`config.mk`:
```
export PLATFORM = sky130hd
export DESIGN_NAME = sar_search
export DESIGN_NICKNAME = d
export VERILOG_FILES = /design/src/rtl/sar_search.sv
export SDC_FILE = /design/constraint.sdc
export NUM_CORES = 1
export LEC_CHECK = 0
export BUFFER_PORTS_ARGS = -buffer_cell sky130_fd_sc_hd__buf_2
export CORE_MARGIN = 5
export CORE_UTILIZATION = 53
export DETAILED_ROUTE_END_ITERATION = 6
export PLACE_DENSITY_LB_ADDON = 0.15
export SLEW_MARGIN = 25
export SYNTH_ARGS = -nofsm -noshare
export SYNTH_HDL_FRONTEND = slang
export SYNTH_SLANG_ARGS = --single-unit
```
`constraint.sdc`:
```
create_clock -name clk -period 4.7 [get_ports clk]
set_clock_uncertainty 0.1 [all_clocks]
set_input_delay 0.47 -clock clk [delete_from_list [all_inputs] [get_ports clk]]
set_output_delay 0.47 -clock clk [all_outputs]
set_load 0.01 [all_outputs]
```
`src/rtl/sar_search.sv`:
```
// Successive-approximation search engine: drives trial values onto the A side of an
// external combinational comparator and resolves the B-side target MSB-first.
module sar_search #(
    parameter int WIDTH = 4,
    parameter int SW    = 5
) (
    input  logic             clk,
    input  logic             rst,
    input  logic             start,
    input  logic             cmp_gt,
    input  logic             cmp_eq,
    input  logic             cmp_lt,
    output logic [WIDTH-1:0] guess,
    output logic             busy,
    output logic             done,
    output logic [WIDTH-1:0] result,
    output logic             err,
    output logic [SW-1:0]    steps
);

    localparam int IW = (WIDTH > 2) ? $clog2(WIDTH) : 1;
    localparam logic [WIDTH-1:0] MSB_ONE = {1'b1, {(WIDTH-1){1'b0}}};

    typedef enum logic [1:0] {
        S_IDLE,
        S_SEARCH,
        S_FIN
    } state_t;

    state_t           r_state, w_state_next;
    logic [WIDTH-1:0] r_prefix, w_prefix_next;
    logic [IW-1:0]    r_bit_idx, w_bit_idx_next;
    logic [WIDTH-1:0] r_guess, w_guess_next;
    logic [WIDTH-1:0] r_result, w_result_next;
    logic [SW-1:0]    r_steps, w_steps_next;
    logic             r_busy, w_busy_next;
    logic             r_done, w_done_next;
    logic             r_err, w_err_next;

    logic             w_legal;
    logic             w_finish;
    logic [IW-1:0]    w_idx_dec;
    logic [WIDTH-1:0] w_bit_dec;
    logic [WIDTH-1:0] w_kept_prefix;

    // Exactly one relation high: odd count of ones, but not all three.
    assign w_legal       = (cmp_gt ^ cmp_eq ^ cmp_lt) & ~(cmp_gt & cmp_eq & cmp_lt);
    assign w_idx_dec     = r_bit_idx - IW'(1);
    assign w_bit_dec     = {{(WIDTH-1){1'b0}}, 1'b1} << w_idx_dec;
    assign w_kept_prefix = cmp_lt ? r_guess : r_prefix;

    always_comb begin
        w_state_next   = r_state;
        w_prefix_next  = r_prefix;
        w_bit_idx_next = r_bit_idx;
        w_guess_next   = r_guess;
        w_result_next  = r_result;
        w_steps_next   = r_steps;
        w_busy_next    = r_busy;
        w_done_next    = 1'b0;
        w_err_next     = r_err;
        w_finish       = 1'b0;

        case (r_state)
            S_IDLE: begin
                w_guess_next = '0;
                w_busy_next  = 1'b0;
                if (start) begin
                    w_state_next   = S_SEARCH;
                    w_prefix_next  = '0;
                    w_bit_idx_next = IW'(WIDTH - 1);
                    w_guess_next   = MSB_ONE;
                    w_err_next     = 1'b0;
                    w_steps_next   = '0;
                    w_busy_next    = 1'b1;
                end
            end
            S_SEARCH: begin
                w_steps_next = r_steps + SW'(1);
                if (!w_legal || (cmp_lt && r_bit_idx == '0)) begin
                    // A "less than" on the last bit means the target exceeds prefix|1.
                    w_err_next    = 1'b1;
                    w_result_next = '0;
                    w_finish      = 1'b1;
                end else if (cmp_eq) begin
                    w_result_next = r_guess;
                    w_finish      = 1'b1;
                end else if (r_bit_idx == '0) begin
                    w_result_next = r_prefix;
                    w_finish      = 1'b1;
                end else begin
                    w_prefix_next  = w_kept_prefix;
                    w_bit_idx_next = w_idx_dec;
                    w_guess_next   = w_kept_prefix | w_bit_dec;
                end
                if (w_finish) begin
                    w_state_next = S_FIN;
                    w_done_next  = 1'b1;
                    w_busy_next  = 1'b0;
                    w_guess_next = '0;
                end
            end
            S_FIN: begin
                w_state_next = S_IDLE;
                w_busy_next  = 1'b0;
                w_guess_next = '0;
            end
            default: begin
                w_state_next = S_IDLE;
                w_busy_next  = 1'b0;
                w_guess_next = '0;
            end
        endcase
    end

    always_ff @(posedge clk) begin
        if (rst) begin
            r_state   <= S_IDLE;
            r_prefix  <= '0;
            r_bit_idx <= '0;
            r_guess   <= '0;
            r_result  <= '0;
            r_steps   <= '0;
            r_busy    <= 1'b0;
            r_done    <= 1'b0;
            r_err     <= 1'b0;
        end else begin
            r_state   <= w_state_next;
            r_prefix  <= w_prefix_next;
            r_bit_idx <= w_bit_idx_next;
            r_guess   <= w_guess_next;
            r_result  <= w_result_next;
            r_steps   <= w_steps_next;
            r_busy    <= w_busy_next;
            r_done    <= w_done_next;
            r_err     <= w_err_next;
        end
    end

    assign guess  = r_guess;
    assign busy   = r_busy;
    assign done   = r_done;
    assign result = r_result;
    assign err    = r_err;
    assign steps  = r_steps;

endmodule

```
After elaboration in Yosys (flattened, before gate mapping)
Index checks and enable logic that the tools add are counted.
{"block": "word_totals", "word_cells": 80, "output_inout_bits": 16, "ff_bits": 24, "input_bits": 6}
{"block": "op_classes", "eq_ne": 10, "addsub": 2, "n_reduce_logical": 14, "muxes": 36, "shifts": 1, "n_bitwise": 8}
{"op": "$mux 4", "count": 13}
{"op": "$pmux 4 s2", "count": 2}
{"op": "$mux 2", "count": 6}
{"op": "$ne 2x2->1 const B", "count": 6}
{"op": "$pmux 5 s2", "count": 1}
{"op": "$mux 1", "count": 9}
{"op": "$ne 3x3->1 const B", "count": 3}
{"op": "$pmux 2 s2", "count": 2}
{"op": "$reduce_and 2->1", "count": 3}
{"op": "$reduce_and 3->1", "count": 2}
{"op": "$add 5x1->5 const B", "count": 1}
{"op": "$mux 5", "count": 1}
{"op": "$reduce_and 5->1", "count": 1}
{"op": "$logic_not 2->1", "count": 2}
{"op": "$or 4x4->4", "count": 1}
{"op": "$pmux 1 s2", "count": 2}
{"op": "$shl 1x2->4 const A", "count": 1}
{"op": "$and 1x1->1", "count": 3}
{"op": "$reduce_bool 3->1", "count": 1}
{"op": "$eq 2x1->1 const B", "count": 1}
{"op": "$not 1->1", "count": 2}
{"op": "$reduce_bool 2->1", "count": 1}
{"op": "$reduce_or 2->1", "count": 1}
{"op": "$sub 2x1->2 const B", "count": 1}
{"op": "4 further kinds", "count": 5}

Logic depth before layout (Yosys ltp)
Gate-level depths: netlist of run 1.
{"block": "logic_depth", "ltp_word": 10, "ltp_mapped": 7, "ltp_nobuf": 6}

Least setup slack after synthesis of run 1
No wires, ideal clock.
{"block": "synth_timing", "path_kind": "input to register", "start": "in cmp_gt", "end": "reg r_result[0] (netlist: result[0])", "path_slack_ps": 2723, "arrival_time_ps": 1741, "n_path_buf": 0, "required_ps": 4465, "cell_stages": 5, "setup_ps": 135, "path_cell_list": "ha_1 -> or3b_4 -> a211oi_4 -> or2b_4 -> o41ai_2"}
{"block": "synth_between", "elab_chain_len": 8, "elab_cells_between_ends": 11, "cone_classes": "1 x mux; 6 x bitwise; 4 x reduce/logical"}
{"element": "start: declaration", "line": "10", "text": "input logic cmp_gt,"}
{"element": "$and 1x1->1 (2 in series)", "line": "47", "text": "assign w_legal = (cmp_gt ^ cmp_eq ^ cmp_lt) & ~(cmp_gt & cmp_eq & cmp_lt);"}
{"element": "$not 1->1", "line": "47"}
{"element": "$and 1x1->1 *", "line": "47"}
{"element": "$logic_not 1->1 *", "line": "80", "text": "if (!w_legal || (cmp_lt && r_bit_idx == '0)) begin"}
{"element": "$logic_or 1x1->1 *", "line": "80"}
{"element": "$reduce_bool 3->1 (no source line)"}
{"element": "$reduce_and 2->1 (no source line)"}
{"element": "end signal: assignment", "line": "132", "text": "r_result <= w_result_next;"}
{"element": "end: declaration", "line": "34", "text": "logic [WIDTH-1:0] r_result, w_result_next;"}
Mark *: on every way between the ends. The rest lies on a longest branch, timed or not.
A chain may end at the register's enable or synchronous reset.

Worst setup path in the final report of run 1
{"block": "layout_timing", "start": "reg r_bit_idx[0]", "end": "reg r_bit_idx[0]"}
{"block": "layout_between", "elab_chain_len": 5, "elab_cells_between_ends": 11, "cone_classes": "1 x add/sub; 2 x eq/ne; 4 x mux; 4 x reduce/logical"}
{"element": "start: declaration", "line": "32", "text": "logic [IW-1:0] r_bit_idx, w_bit_idx_next;"}
{"element": "start signal: assignment", "line": "130", "text": "r_bit_idx <= w_bit_idx_next;"}
{"element": "$sub 2x1->2 or $logic_not 2->1 (tied branches)", "line": "48, 80, 88"}
{"element": "$mux 2 or $logic_and 1x1->1 (tied branches)", "line": "88, 80"}
{"element": "$mux 2 or $logic_or 1x1->1 (tied branches)", "line": "85, 80"}
{"element": "$mux 2 or $ne 2x2->1 (tied branches)"}
{"element": "$pmux 2 s2 or $reduce_and 5->1 (tied branches)"}
Parallel ways exist; a longest one is shown, timed or not. The select of a mux whose other input is x is not followed.

==> flow_metrics.tcl, run 1 <==
set metrics [dict create \
    core.rowCount 17 \
    cts_tree "built" \
    synth_cell_types 33 \
    die_x_microns 57.58 \
    htreeDepth 1 \
    synth_cells 122 \
    port_buffers 21 \
    min_period_over_period_pct 42.49 \
    start_kind "register" \
    final_nets 154 \
    required_ns 4.84 \
    instances_no_fill 169 \
    syn2layout_area_growth_pct 12.62 \
    yosysWarnings 0 \
    drive_above_1_share_pct 33.33 \
    finalSetupTns_ns 0 \
    finalHoldViolations 0 \
    cts_made_buffers 3 \
    diodes 0 \
    coreArea_sq_um 2191 \
    final_common_cell "dfxtp_1" \
    ant_nets 0 \
    die_y_microns 57.58 \
    gp_congestion 0.7471 \
    routedWlPerCell_microns 14.33 \
    dpl.cell_count 165 \
    syn_area_sq_um 1200 \
    drc 0 \
    clock-sinks 24 \
    avgSynthCellArea_sq_um 9.835 \
    n_fill_cell 216 \
    total_power_mw 0.3753 \
    via_per_inst 5.704 \
    worstMarginPinSlew_ns 0.5485 \
    grt_overflow 0 \
    synth_area_leaders "dfxtp_1 (40%), ha_1 (6.3%), o41ai_2 (5.4%)" \
    grt_pass1_wl_mm 4.167 \
    dp_slack_ns 2.424 \
    final.min_clock_period_ns 1.997 \
    finalSetupViolCount 0 \
    setup.worst_path.end_class "register" \
    power_density_nw_per_um2 277.7 \
    synth-seq-area-share_pct 40.04 \
    firstDrtPassIters 4 \
    drv_slew 0 \
    grt_max_degree 29 \
    hold_buffers 0 \
    p_leak_nw 0.5717 \
    slew_headroom_pct 63.43 \
    final_area_sq_um 1351 \
    synth.largest_area_cell "dfxtp_1" \
    utilization_pct 61.68 \
    crit_fanout 9 \
    ios 22 \
    start_util_pct 54.77 \
    track_usage_pct 15.58 \
    critPathKind "reg -> reg" \
    clockRootBuffer "clkbuf_4" \
    cts_setup_buffers 0 \
    hpwl_mm 1.770 \
    ys_ff_latch 24 \
    antenna_found_initial 0 \
    min_path_type "reg -> reg" \
    fmax_mhz 500.7 \
    yosys.area.top_type_share_pct 40.04 \
    arrival_ns 2.13 \
    vias 964 \
    cap_violations 0 \
    dr.first_iter.drc_count 14 \
    ir_drop_v 0.0002155 \
    dpl_cell_area_sq_um 1315 \
    clk_pin_slew_ns 0.13 \
    wl_mm 2.422 \
    grt_pass1_vias 966 \
    syn_nets 134 \
    fin_ws_ns 2.703 \
    whs_ns 0.3884 \
    status "finished, final reports clean" \
    die_area_sq_um 3315 \
    clock_latency_ns 0.31 \
    cts.path.max_buffers 2 \
    final_cell_mix "dfxtp_1 (24), buf_2 (21), a21oi_1 (8), nor3_1 (8), nor2_1 (8)" \
    cts_resized 0 \
    rsz0062_at_grt "false" \
]
[worst max-delay path: stages, from the launching register on]
cell,delay [ns]
dfxtp_1,0.44
inv_1,0.10
ha_1,0.28
nor4b_1,0.34
a21boi_4,0.36
nor3_1,0.08
a211oi_1,0.21
[metal layers]
metal  up-vias  global-route usage, %  wire length (microns)
met5         -                      0                      0
met4         0                  4.967                     16
met3         2                  2.715                    104
met2        18                  26.45                   1162
met1       465                  19.86                   1138
li1        479                      -                      -
[state kept, by name, indices dropped and copies added (netlist names)]
register	flops
busy	1
err	1
done	1
guess	4
steps	5
r_state	2
r_prefix	4
r_bit_idx	2
result	4
[cell type report]
cell class                 count  area, sq um  share of cell area, %
multi-input combinational     90        686.9                  50.83
inverter                       2        7.507                 0.5556
clock buffer                   4        36.28                  2.685
timing repair buffer          21        105.1                  7.778
sequential                    24        480.5                  35.56
tap                           28        35.03                  2.593
[where the power goes]
part | leakage, nW | total [mW] | internal [mW] | switching (mW)
Clock | 0.0210 | 0.109 | 0.0474 | 0.0619
Combinational | 0.356 | 0.0513 | 0.0201 | 0.0312
Sequential | 0.195 | 0.215 | 0.209 | 0.00567
Total | 0.572 | 0.375 | 0.277 | 0.0988
[Yosys cell counts]
master	n
dfxtp_1	24
a21oi_1	8
nor2_1	8
nor3_1	8
nor2b_1	7
o21ai_0	7
ha_1	6
nand3_1	6
mux2i_1	5
clkbuf_1	4
o41ai_2	4
a22oi_1	3
and2_2	3
and2b_2	3
a211oi_1	2
buf_2	2
inv_1	2
mux2_2	2
nand2b_1	2
nand4_1	2
or2_2	2
a211oi_4	1
a21bo_2	1
a21boi_4	1
a31oi_1	1
nand2_1	1
nor3_2	1
nor4b_1	1
o21a_4	1
o21bai_1	1
or2b_2	1
or2b_4	1
or3b_4	1
[kinds of logic after synthesis]
group,synth area share (%)
AOI/OAI and AO/OA,21.27
adders and majority gates,6.256
buffers and inverters,2.711
DFF,40.04
muxes,6.048
and+or+nand+nor,23.67
[path summary, 6_finish.rpt]
check                                 start                   endpoint  slack [ns]  cells after the start
hold reg to reg       steps[4]$_SDFFE_PP0P_      steps[4]$_SDFFE_PP0P_        0.39                      2
hold / removal        steps[4]$_SDFFE_PP0P_      steps[4]$_SDFFE_PP0P_        0.39                      2
setup / recovery  r_bit_idx[0]$_SDFFE_PP0P_  r_bit_idx[0]$_SDFFE_PP0P_        2.70                      6
setup reg to reg  r_bit_idx[0]$_SDFFE_PP0P_  r_bit_idx[0]$_SDFFE_PP0P_        2.70                      6
Note: power is estimated with default switching activity, not from simulation.
==> inputs of run 2 (changes only) <==
--- a/config.mk
+++ b/config.mk
@@ -7,7 +7,7 @@
 export LEC_CHECK = 0
 export BUFFER_PORTS_ARGS = -buffer_cell sky130_fd_sc_hd__buf_2
 export CORE_MARGIN = 5
-export CORE_UTILIZATION = 53
+export CORE_UTILIZATION = 48
 export DETAILED_ROUTE_END_ITERATION = 6
 export PLACE_DENSITY_LB_ADDON = 0.15
 export SLEW_MARGIN = 25
==> constraint.sdc (replaced) <==
create_clock -name clk -period 1.6 [get_ports clk]
set_clock_uncertainty 0.1 [all_clocks]
set_input_delay 0.16 -clock clk [delete_from_list [all_inputs] [get_ports clk]]
set_output_delay 0.16 -clock clk [all_outputs]
set_load 0.01 [all_outputs]
==> flow_metrics.tcl, run 2 (synthesized netlist as in run 1, its figures left out) <==
set metrics [dict create \
    status "finished, violations left" \
    violations "setup timing" \
    finalHoldViolations 0 \
    start_kind "register" \
    coreArea_sq_um 2432 \
    firstDrtPassIters 4 \
    ant_nets 0 \
    htreeDepth 1 \
    drv_slew 0 \
    grt_max_degree 29 \
    final.min_clock_period_ns 1.629 \
    start_util_pct 49.33 \
    pwr-share-clk_pct 28.0 \
    p_int_mw 0.8414 \
    switchingPower_mw 0.3023 \
    worstMarginPinSlew_ns 0.5514 \
    slew_headroom_pct 63.24 \
    core.rowCount 18 \
    finalSetupViolCount 6 \
    cts.path.max_buffers 2 \
    hold_buffers 0 \
    die_x_microns 60.00 \
    wl_mm 2.557 \
    ir_drop_v 0.0005995 \
    power.share.sequential_pct 55.0 \
    hpwl_mm 1.855 \
    gp_congestion 0.7222 \
    final_common_cell "dfxtp_1" \
    die_y_microns 60.00 \
    die_area_sq_um 3599 \
    port_buffers 21 \
    track_usage_pct 16.30 \
    critPathMaxStageDelay_ns 0.36 \
    cap_violations 0 \
    cts_made_buffers 3 \
    p_sw_share_pct 26.43 \
    final_cell_mix "dfxtp_1 (22), buf_2 (21), nor3_1 (8), nor2_1 (8), buf_4 (8)" \
    clockRootBuffer "clkbuf_4" \
    largest_reg_flops 5 \
    via_per_inst 5.328 \
    grt_pass1_wl_mm 4.416 \
    fmax_mhz 614.0 \
    vias 959 \
    arrival_ns 1.78 \
    setup.worst_path.end_class "register" \
    clk_pin_slew_ns 0.14 \
    crit_slowest_cell "dfxtp_2" \
    min_path_type "in -> reg" \
    antenna_found_initial 0 \
    dr.first_iter.drc_count 35 \
    critPathKind "reg -> reg" \
    p_leak_nw 0.6370 \
    routedWlPerCell_microns 14.21 \
    grt_pass1_vias 992 \
    crit_chain "inv_2, ha_4, nor4b_4, a21boi_4, buf_4, a21oi_1, nor2_1" \
    final_nets 163 \
    rsz0062_at_grt "true" \
    crit_fanout 7 \
    clock-sinks 24 \
    syn2layout_area_growth_pct 23.67 \
    cts_tree "built" \
    clock_latency_ns 0.31 \
    required_ns 1.75 \
    grt_overflow 0 \
    dpl.cell_count 175 \
    instances_no_fill 180 \
    min_period_over_period_pct 101.8 \
    combPwrFrac_pct 17.0 \
    drive_above_1_share_pct 44.67 \
    diodes 0 \
    dp_slack_ns -0.2192 \
    power_density_nw_per_um2 770.7 \
    ios 22 \
    drc 0 \
    fin_ws_ns -0.02862 \
]
[run 2: cell count changes in the layout (fill, tap and decap cells not counted), moves of 2 or more]
cell / change
o21ai_1: +2
buf_4: +8
ha_1: -2
ha_4: +2
dfxtp_2: +2
inv_2: +2
inv_1: -2
o21ai_0: -2
dfxtp_1: -2
[run 2: worst max-delay path, delay by kind of cell, from the launching register on]
kind	cells	cell delay (ns)
AO/OA/AOI/OAI	2	0.38
AND/OR/NAND/NOR	2	0.36
flip-flops	1	0.36
buffers and inverters	2	0.22
adder cells (fa/ha/maj)	1	0.16
[run 2: layout make-up]
cell class                      count  area (sq um)
Fill cell                         218         948.4
Multi-Input combinational cell     90         743.2
Sequential cell                    24         483.0
Timing Repair Buffer               30         176.4
Tap cell                           30         37.54
Clock buffer                        4         36.28
Inverter                            2         7.507
[run 2: per-layer routing]
metal / share of wire, % / wire length (microns) / up-vias / GRT usage (%)
li1: - / - / 498 / -
met1: 49 / 1264 / 443 / 22.21
met2: 46 / 1165 / 16 / 25.93
met3: 4.2 / 107 / 2 / 3.240
met4: 0.74 / 19 / 0 / 4.747
met5: 0 / 0 / - / 0
[run 2: path summary, 6_finish.rpt]
path	from	endpoint	slack [ns]	depth (start not counted)
worst max register to register	r_bit_idx[1]$_SDFFE_PP0P_	busy$_SDFFE_PP0P_	-0.03	7
worst min-delay path	start	steps[0]$_SDFFE_PP0P_	0.15	4
worst max-delay path	r_bit_idx[1]$_SDFFE_PP0P_	busy$_SDFFE_PP0P_	-0.03	7
worst min register to register	steps[4]$_SDFFE_PP0P_	steps[4]$_SDFFE_PP0P_	0.39	2
[run 2: per-stage QoR]
step / power, mW / setup TNS [ns] / utilization (%) / area, sq um / hold WS, ns
6_report: 1.144 / -0.1231 / 61.01 / 1484 / 0.1496
3_5_place_dp: 0.8215 / -1.858 / 57.56 / 1400 / 0.3673
4_1_cts: 1.145 / -0.01288 / 59.83 / 1455 / 0.1431
2_1_floorplan: 0.7604 / 0 / - / 1222 / 0.3469
3_3_place_gp: 0.8185 / -1.541 / 57.56 / 1400 / 0.3609
5_1_grt: 1.205 / -0.7722 / 61.01 / 1484 / 0.1770
[run 2: timing repair]
action	4_1_cts	5_1_grt
endpoints found under the setup margin	7	13
pin swaps	2	6
gates resized for setup	2	11
setup buffers	1	0
[run 2: power groups by stage]
stage	combinational (mW)	sequential [mW]	clock (mW)
after floorplan	0.115	0.646	0
after global placement	0.179	0.640	0
after detailed placement	0.182	0.640	0
after CTS	0.187	0.627	0.331
after global routing	0.214	0.632	0.358
final	0.195	0.629	0.320
==> inputs of run 3 (changes only) <==
--- a/config.mk
+++ b/config.mk
@@ -9,6 +9,7 @@
 export CORE_MARGIN = 5
 export CORE_UTILIZATION = 48
 export DETAILED_ROUTE_END_ITERATION = 6
+export MAX_ROUTING_LAYER = met4
 export PLACE_DENSITY_LB_ADDON = 0.15
 export SLEW_MARGIN = 25
 export SYNTH_ARGS = -nofsm -noshare
==> constraint.sdc (replaced) <==
create_clock -name clk -period 1.4 [get_ports clk]
set_clock_uncertainty 0.1 [all_clocks]
set_input_delay 0.14 -clock clk [delete_from_list [all_inputs] [get_ports clk]]
set_output_delay 0.14 -clock clk [all_outputs]
set_load 0.01 [all_outputs]
==> flow_metrics.tcl, run 3 (synthesized netlist as in run 1, its figures left out) <==
set metrics [dict create \
    status "finished, violations left" \
    violations "setup timing" \
    min_path_type "in -> reg" \
    p_int_mw 0.9301 \
    arrival_ns 1.79 \
    start_kind "register" \
    clock_latency_ns 0.31 \
    critPathMaxStageDelay_ns 0.35 \
    p_leak_nw 0.6742 \
    r2r_cells 7 \
    dpl.cell_count 182 \
    final.min_clock_period_ns 1.641 \
    grt_overflow 0 \
    dr.first_iter.drc_count 33 \
    syn2layout_area_growth_pct 33.68 \
    required_ns 1.55 \
    clock-sinks 24 \
    whs_ns 0.06154 \
    drv_slew 0 \
    final_cell_mix "buf_2 (21), buf_4 (20), dfxtp_1 (19)" \
    die_x_microns 60.00 \
    track_usage_pct 16.69 \
    crit_buf_inv 3 \
    rsz0062_at_grt "true" \
    grt_max_degree 21 \
    gp_congestion 0.7584 \
    instances_no_fill 190 \
    grt_pass1_vias 1016 \
    antenna_found_initial 0 \
    fmax_mhz 609.5 \
    via_per_inst 5.432 \
    utilization_pct 65.95 \
    combPwrFrac_pct 20.7 \
    min_path_cells 2 \
    finalSetupViolCount 18 \
    critPathKind "reg -> reg" \
    crit_slowest_cell "dfxtp_2" \
    final_nets 174 \
    firstDrtPassIters 4 \
    slew_headroom_pct 80.19 \
    cts_tree "built" \
    ios 22 \
    ir_drop_v 0.0005494 \
    htreeDepth 1 \
    die_area_sq_um 3599 \
    start_util_pct 49.33 \
    hold_buffers 0 \
    clk_pin_slew_ns 0.12 \
    cap_violations 0 \
    ant_nets 0 \
    p_sw_share_pct 27.66 \
    routedWlPerCell_microns 14.85 \
    vias 1032 \
    grt_pass1_wl_mm 4.367 \
    switchingPower_mw 0.3557 \
    fin_ws_ns -0.2408 \
    min_period_over_period_pct 117.2 \
    worstMarginPinSlew_ns 0.2961 \
    drive_above_1_share_pct 55.63 \
    cp.depth 7 \
    hpwl_mm 2.031 \
    cts_made_buffers 3 \
    port_buffers 21 \
    finalHoldViolations 0 \
    final_common_cell "buf_2" \
    drc 0 \
    die_y_microns 60.00 \
    crit_fanout 8 \
    crit_chain "inv_2, ha_4, nor4b_4, buf_4, a21bo_4, buf_4, nor3_2" \
    wl_mm 2.822 \
    setup.worst_path.end_class "register" \
    diodes 0 \
    cp_common_cell "buf_4" \
    coreArea_sq_um 2432 \
    largest_reg_flops 5 \
    pwr-share-clk_pct 23.5 \
    clockRootBuffer "clkbuf_4" \
    cts.path.max_buffers 2 \
    crit_family "buffers and inverters" \
    power_density_nw_per_um2 801.6 \
    core.rowCount 18 \
    power.share.sequential_pct 55.9 \
]
-- run 3: changes by cell type in the layout (fill, tap and decap cells not counted), moves of 2 or more --
cell	before	now
nand3_2	0	3
o21ai_0	5	3
nor3_2	1	4
buf_4	8	20
dfxtp_1	22	19
nor3_1	8	5
nand3_1	6	3
dfxtp_2	2	4
nor2_1	8	6
nor2_2	0	2
-- run 3: layout make-up --
class                      count  area [sq um]
tap                           30         37.54
fill                         215         828.3
multi-input combinational     90         792.0
clock buffer                   3         22.52
sequential                    24         489.2
timing repair buffer          41         255.2
inverter                       2         7.507
-- run 3: worst paths after layout --
| kind | startpoint | endpoint | slack, ns |
|---|---|---|---|
| min reg2reg | steps[4]$_SDFFE_PP0P_ | steps[4]$_SDFFE_PP0P_ | 0.39 |
| max reg2reg | r_bit_idx[1]$_SDFFE_PP0P_ | guess[2]$_SDFFE_PP0P_ | -0.24 |
| max | r_bit_idx[1]$_SDFFE_PP0P_ | guess[2]$_SDFFE_PP0P_ | -0.24 |
| min | rst | result[2]$_SDFFE_PP0P_ | 0.06 |
-- run 3: stage by stage --
stage	total power, mW	TNS [ns]	setup slack (ns)	instance area [sq um]
2_1_floorplan	0.8787	-2.087	-0.1508	1245
3_3_place_gp	0.9644	-4.976	-0.3441	1469
3_5_place_dp	0.9706	-5.538	-0.4025	1469
4_1_cts	1.281	-2.063	-0.1891	1519
5_1_grt	1.354	-3.525	-0.2864	1604
6_report	1.286	-2.265	-0.2408	1604
-- run 3: repair_timing --
item	4_1_cts	5_1_grt
cloned	0	0
resized for setup	5	18
setup buffers	2	3
endpoints found under the setup margin	19	22
pin swaps	3	4
-- run 3: power by group through the flow --
| stage | clock (mW) | sequential (mW) | combinational, mW |
|---|---|---|---|
| after floorplan | 0 | 0.740 | 0.139 |
| after global placement | 0 | 0.731 | 0.233 |
| after detailed placement | 0 | 0.732 | 0.239 |
| after CTS | 0.315 | 0.718 | 0.248 |
| after global routing | 0.343 | 0.722 | 0.290 |
| final | 0.302 | 0.718 | 0.266 |
-- run 3: worst register-to-register path: stages, from the launching register on --
cell and delay, ns:
dfxtp_2 0.35, inv_2 0.05, ha_4 0.16, nor4b_4 0.23, buf_4 0.16, a21bo_4 0.27
buf_4 0.15, nor3_2 0.11
-- run 3: layer usage --
metal,vias up,track usage (%),part of all wire (%)
met3,4,3.456,4.3
li1,520,-,-
met1,483,20.00,45
met5,-,-,0
met4,0,5.696,1.1
met2,25,27.62,50
